<file path="config.mk">
export PLATFORM = sky130hd
export DESIGN_NAME = enemy_control
export DESIGN_NICKNAME = d
export VERILOG_FILES = /design/src/rtl/enemy_control.sv
export SDC_FILE = /design/constraint.sdc
export NUM_CORES = 1
export LEC_CHECK = 0
export CAP_MARGIN = 40
export CELL_PAD_IN_SITES_DETAIL_PLACEMENT = 2
export CELL_PAD_IN_SITES_GLOBAL_PLACEMENT = 2
export CORE_ASPECT_RATIO = 2
export CORE_UTILIZATION = 23
export CTS_CLUSTER_DIAMETER = 100
export DETAILED_ROUTE_END_ITERATION = 7
export PLACE_DENSITY = 0.9
export SLEW_MARGIN = 20
export SYNTH_ARGS = -nofsm -noshare
export SYNTH_HDL_FRONTEND = slang
export SYNTH_SLANG_ARGS = --single-unit
</file>
<file path="constraint.sdc">
create_clock -name clock -period 1.95 [get_ports clock]
set_input_delay 0.39 -clock clock [delete_from_list [all_inputs] [get_ports clock]]
set_output_delay 0.39 -clock clock [all_outputs]
set_load 0.01 [all_outputs]
</file>
<file path="src/rtl/enemy_control.sv">
// Per-frame enemy sequencer: walks each live enemy through gen-move, apply-move, draw and release.
// Optional draw watchdog is compiled in with `define ENEMY_CTRL_TIMEOUT_EN.
module enemy_control #(
    parameter int unsigned NUM_ENEMIES  = 4,
    parameter int unsigned DRAW_TIMEOUT = 300
) (
    input  logic                   clock,
    input  logic                   reset,
    input  logic                   start,
    input  logic                   init_req,
    input  logic [NUM_ENEMIES-1:0] alive,
    input  logic [NUM_ENEMIES-1:0] draw_done,
    output logic [NUM_ENEMIES-1:0] init,
    output logic [NUM_ENEMIES-1:0] idle,
    output logic [NUM_ENEMIES-1:0] gen_move,
    output logic [NUM_ENEMIES-1:0] apply_move,
    output logic [NUM_ENEMIES-1:0] draw,
    output logic [2:0]             enemy_sel,
    output logic                   busy,
    output logic                   done,
    output logic                   draw_timeout
);

    if (NUM_ENEMIES < 1 || NUM_ENEMIES > 8) begin : g_bad_num_enemies
        $error("NUM_ENEMIES must be in 1..8");
    end
    if (DRAW_TIMEOUT < 2 || DRAW_TIMEOUT > 512) begin : g_bad_draw_timeout
        $error("DRAW_TIMEOUT must be in 2..512");
    end

    typedef enum logic [2:0] {
        StInit, StIdle, StCheck, StGen, StApply, StDraw, StRelease, StDone
    } state_e;

    state_e                 state_q, state_d;
    logic [3:0]             idx_q, idx_d;
    logic [NUM_ENEMIES-1:0] alive_q, alive_d;
    logic                   timeout_q, timeout_d;
    logic                   draw_expired;
    logic [7:0]             alive_pad, done_pad;
    logic [NUM_ENEMIES-1:0] sel_oh;

    // Zero-padded so the 3-bit index never selects out of range.
    assign alive_pad = 8'(alive_q);
    assign done_pad  = 8'(draw_done);
    assign sel_oh    = NUM_ENEMIES'(1) << idx_q[2:0];

`ifdef ENEMY_CTRL_TIMEOUT_EN
    logic [8:0] wd_q, wd_d;

    assign draw_expired = (wd_q == 9'(DRAW_TIMEOUT - 1));

    always_comb begin
        wd_d = (state_q == StDraw) ? wd_q + 9'd1 : 9'd0;
    end

    always_ff @(posedge clock) begin
        if (reset) wd_q <= 9'd0;
        else       wd_q <= wd_d;
    end
`else
    assign draw_expired = 1'b0;
`endif

    always_comb begin
        state_d   = state_q;
        idx_d     = idx_q;
        alive_d   = alive_q;
        timeout_d = timeout_q;
        if (init_req) begin
            state_d   = StInit;
            idx_d     = 4'd0;
            timeout_d = 1'b0;
        end else begin
            case (state_q)
                StInit: state_d = StIdle;
                StIdle: begin
                    if (start) begin
                        idx_d   = 4'd0;
                        alive_d = alive;
                        state_d = StCheck;
                    end
                end
                StCheck: begin
                    if (idx_q == 4'(NUM_ENEMIES))    state_d = StDone;
                    else if (alive_pad[idx_q[2:0]])  state_d = StGen;
                    else                             idx_d   = idx_q + 4'd1;
                end
                StGen:   state_d = StApply;
                StApply: state_d = StDraw;
                StDraw: begin
                    // draw_done wins over the watchdog when both land together.
                    if (done_pad[idx_q[2:0]]) begin
                        state_d = StRelease;
                    end else if (draw_expired) begin
                        timeout_d = 1'b1;
                        state_d   = StRelease;
                    end
                end
                StRelease: begin
                    idx_d   = idx_q + 4'd1;
                    state_d = StCheck;
                end
                StDone:  state_d = StIdle;
                default: state_d = StInit;
            endcase
        end
    end

    always_ff @(posedge clock) begin
        if (reset) begin
            state_q   <= StInit;
            idx_q     <= 4'd0;
            alive_q   <= '0;
            timeout_q <= 1'b0;
        end else begin
            state_q   <= state_d;
            idx_q     <= idx_d;
            alive_q   <= alive_d;
            timeout_q <= timeout_d;
        end
    end

    always_comb begin
        init         = '0;
        idle         = '0;
        gen_move     = '0;
        apply_move   = '0;
        draw         = '0;
        enemy_sel    = 3'd0;
        busy         = 1'b0;
        done         = 1'b0;
        draw_timeout = 1'b0;
        if (!reset) begin
            busy         = (state_q != StIdle);
            draw_timeout = timeout_q;
            case (state_q)
                StInit:    init       = '1;
                StGen:     gen_move   = sel_oh;
                StApply:   apply_move = sel_oh;
                StDraw:    draw       = sel_oh;
                StRelease: idle       = sel_oh;
                StDone:    done       = 1'b1;
                default:   ;
            endcase
            if (state_q inside {StGen, StApply, StDraw, StRelease}) enemy_sel = idx_q[2:0];
        end
    end

endmodule

</file>
==> key figures <==
Run status
  • Result of the run: finished clean

Setup path
  • Most repeated library cell on the critical path: ha_4
  • Worst EP arrival: ~1.6 ns
  • Required time of the critical path: approximately 1.6 ns
  • CP Launch Type: register
  • Worst path slowest cell: or3b_4
  • WP buf/inv: 2
  • Type of the worst setup path: register to primary output
  • Maximum fanout along the worst path: 2
  • Peak per-stage delay on the critical path: between 0.3 and 0.4 ns
  • R2R Setup Slk: around 0.060 ns
  • Cell family contributing the most delay on the critical path: simple AND/OR/NAND/NOR gates
  • List of cells traversed by the critical path: buf_6 -> ha_4 -> ha_4 -> or3b_4 -> nor2_2 -> buf_2
  • Capturing element type of the critical path: primary output

Clock tree
  • TritonCTS clock tree: done
  • Clock transition at path regs: 0.05 ns
  • H-tree depth: 1
  • Clock latency on the worst-skew pair: approximately 0.24 ns
  • Total number of clock tree sinks: 11
  • Root Driver: clkbuf_8
  • Buffers from clock root to sink, at most: 2
  • TritonCTS buffer count: 3

Drt
  • Drt wl/cell: between 15 and 20 um
  • Count of unresolved DRC violations after routing: 0
  • Initial DRT Pass Iterations: 4
  • Drt via density: ~4.9
  • Routed WL: roughly 3.8 mm
  • Routed via count: roughly 1100
  • Number of nets with antenna violations after routing: 0
  • Iteration-0 DRC Markers: 7

Final layout
  • P&R area growth vs syn: 63.67%
  • Number of antenna repair diodes: 0
  • Core occupancy in the finished layout: about two fifths
  • Net count of the finished layout: around 190
  • Footprint of the multi-input gates: slightly below 700 um^2
  • Fraction of layout instances using a drive strength above 1: roughly a third
  • Commonest non-fill, non-tap cell in the layout: nor2_1
  • Commonest non-fill, non-tap cells in the layout: 22 x nor2_1, 20 x buf_4, 10 x nand2_1, 10 x clkdlybuf4s50_1, 10 x dlygate4sd2_1
  • FF/Latch Area: between 200 and 250 um^2
  • Number of inserted filler cells in the final layout: 470

STA
  • Worst clock skew: about 0.0050 ns
  • Count of final max-slew check failures: 0
  • Setup-failing EPs final: 0
  • F_max: 0.5136 GHz
  • Minimum clock period after layout: between 1.5 and 2 ns
  • Min Hold Slack: 0.5087 ns
  • Hold violation count in the final report: 0
  • Period utilisation layout: about 100%
  • Post-route worst setup slack: between 0.002 and 0.003 ns
  • Setup repair after global routing missed its margin: true

Synthesis
  • Prevailing post-synth register cell: dfxtp_1
  • Post-synthesis sequential area ratio: 23.95%
  • Synthesized netlist cell count: about 120
  • Post-Synthesis Net Count: 136
  • #FFs+latches synth: 11
  • Count of flip-flops with a built-in enable after synthesis: 0
  • Summed instance area of the synthesized netlist: approximately 900 um^2
  • Share of async-settable or async-resettable flops after synthesis: 0%
  • Yosys warning count: 0
  • Number of distinct library cells after synthesis: 39
  • Per-instance average area after synthesis: slightly below 8 um^2

Die
  • Starting density of the core: a little under a quarter
  • Core footprint: roughly 3800 um^2
  • Num ports: 38
  • Die area: 4270 um^2
  • Row Count: 32
  • Vertical extent of the die: between 90 and 100 um
  • Chip width: between 40 and 50 um

Place
  • Routability Congestion: ~0.91
  • Count of port buffers added during placement: 36
  • Post-place setup slack: -0.5789 ns
  • Half-perimeter wire length after detailed placement: 3.024 mm

Run
  • Count of maximum capacitance violations: 0

Pwr
  • Peak ir drop on the vdd network: approximately 410 uV
  • Static power due to leakage: 0.6272 nW
  • Total power: ~0.57 mW
  • Power Dens Cells: about 380 nW/um^2

Global routing
  • Total global routing track utilization: a little under 20%
  • Largest net degree at the start of global routing: 12
  • Initial antenna violation count: 0
  • First-pass GRT wire length: a little under 6 mm
  • Vias in the first global route: ~1200
  • Leftover overflow at the end of global routing: 0

Min path
  • Class of the tightest hold or removal check: register to register
## sequential cells by signal, indices dropped and copies added, names as in the netlist
name,count
state_q,3
alive_q,4
idx_q,4
## synth_stat cells, types with 3 or more instances
cell / count / area (um^2)
nor2_1: 24 / 90.09
dfxtp_1: 11 / 220.2
nand2_1: 10 / 37.54
mux2i_1: 7 / 70.07
nand2b_1: 7 / 43.79
ha_1: 5 / 62.56
inv_1: 5 / 18.77
buf_4: 4 / 30.03
a21oi_1: 3 / 15.01
clkbuf_1: 3 / 11.26
nor3_1: 3 / 15.01
## worst paths after layout
check	depth (start not counted)	endpoint	from
max reg2reg	7	state_q[0]	idx_q[1]
min	2	alive_q[1]	alive_q[1]
min reg2reg	2	alive_q[1]	alive_q[1]
max	6	apply_move[3]	idx_q[1]
## layer usage
layer	track usage [%]	wire length, um	vias to the layer above
met4	8.571	108	0
met2	39.35	2405	38
li1	-	-	501
met1	17.27	1184	526
met5	0	0	-
met3	1.392	113	11
## metrics by stage
stage | std cells | area [um^2] | TNS (ns)
finish | 221 | 1505 | 0
global route | 221 | 1505 | -0.1528
CTS | 217 | 1475 | -0.02632
detailed placement | 211 | 1390 | -11.51
global placement | 211 | 1390 | -9.810
floorplan | 119 | 919.6 | 0
## layout make-up
type / instances / share of cell area, %
well taps: 51 / 4.239
flip-flops and latches: 11 / 15.13
inverters: 5 / 1.247
repair buffers: 58 / 31.67
multi-input cells: 92 / 44.72
clock buffers: 4 / 2.993
## worst reg2reg max path, stage by stage, from the launching register on
cell and delay, ns:
dfxtp_2 0.33, buf_4 0.17, inv_1 0.11, ha_2 0.23, nand3b_1 0.16, o221a_1 0.19, a2111o_1 0.46, a21oi_1 0.17
## cells by family after synthesis
| logic type | synth area share, % |
|---|---|
| simple gates | 33.34 |
| compound gates | 14.01 |
| buf+inv | 10.07 |
| flops | 23.95 |
| mux | 10.48 |
| fa+ha+maj | 6.803 |
| other cells | 0.4078 |
| xor+xnor | 0.9526 |
## power breakdown
| part | switching [mW] | leakage (nW) | internal [mW] | total, mW |
|---|---|---|---|---|
| clock network | 0.0921 | 0.0228 | 0.144 | 0.236 |
| registers | 0.00562 | 0.0911 | 0.228 | 0.234 |
| logic | 0.0452 | 0.513 | 0.0595 | 0.105 |
## timing repair
item                       in CTS  in global routing
setup endpoints to repair      25                 19
gates resized for setup        54                 23
hold buffers                    0                  0
buffers inserted                2                  4
pin swaps                       1                  3
Power figures use the tool's default switching activity.
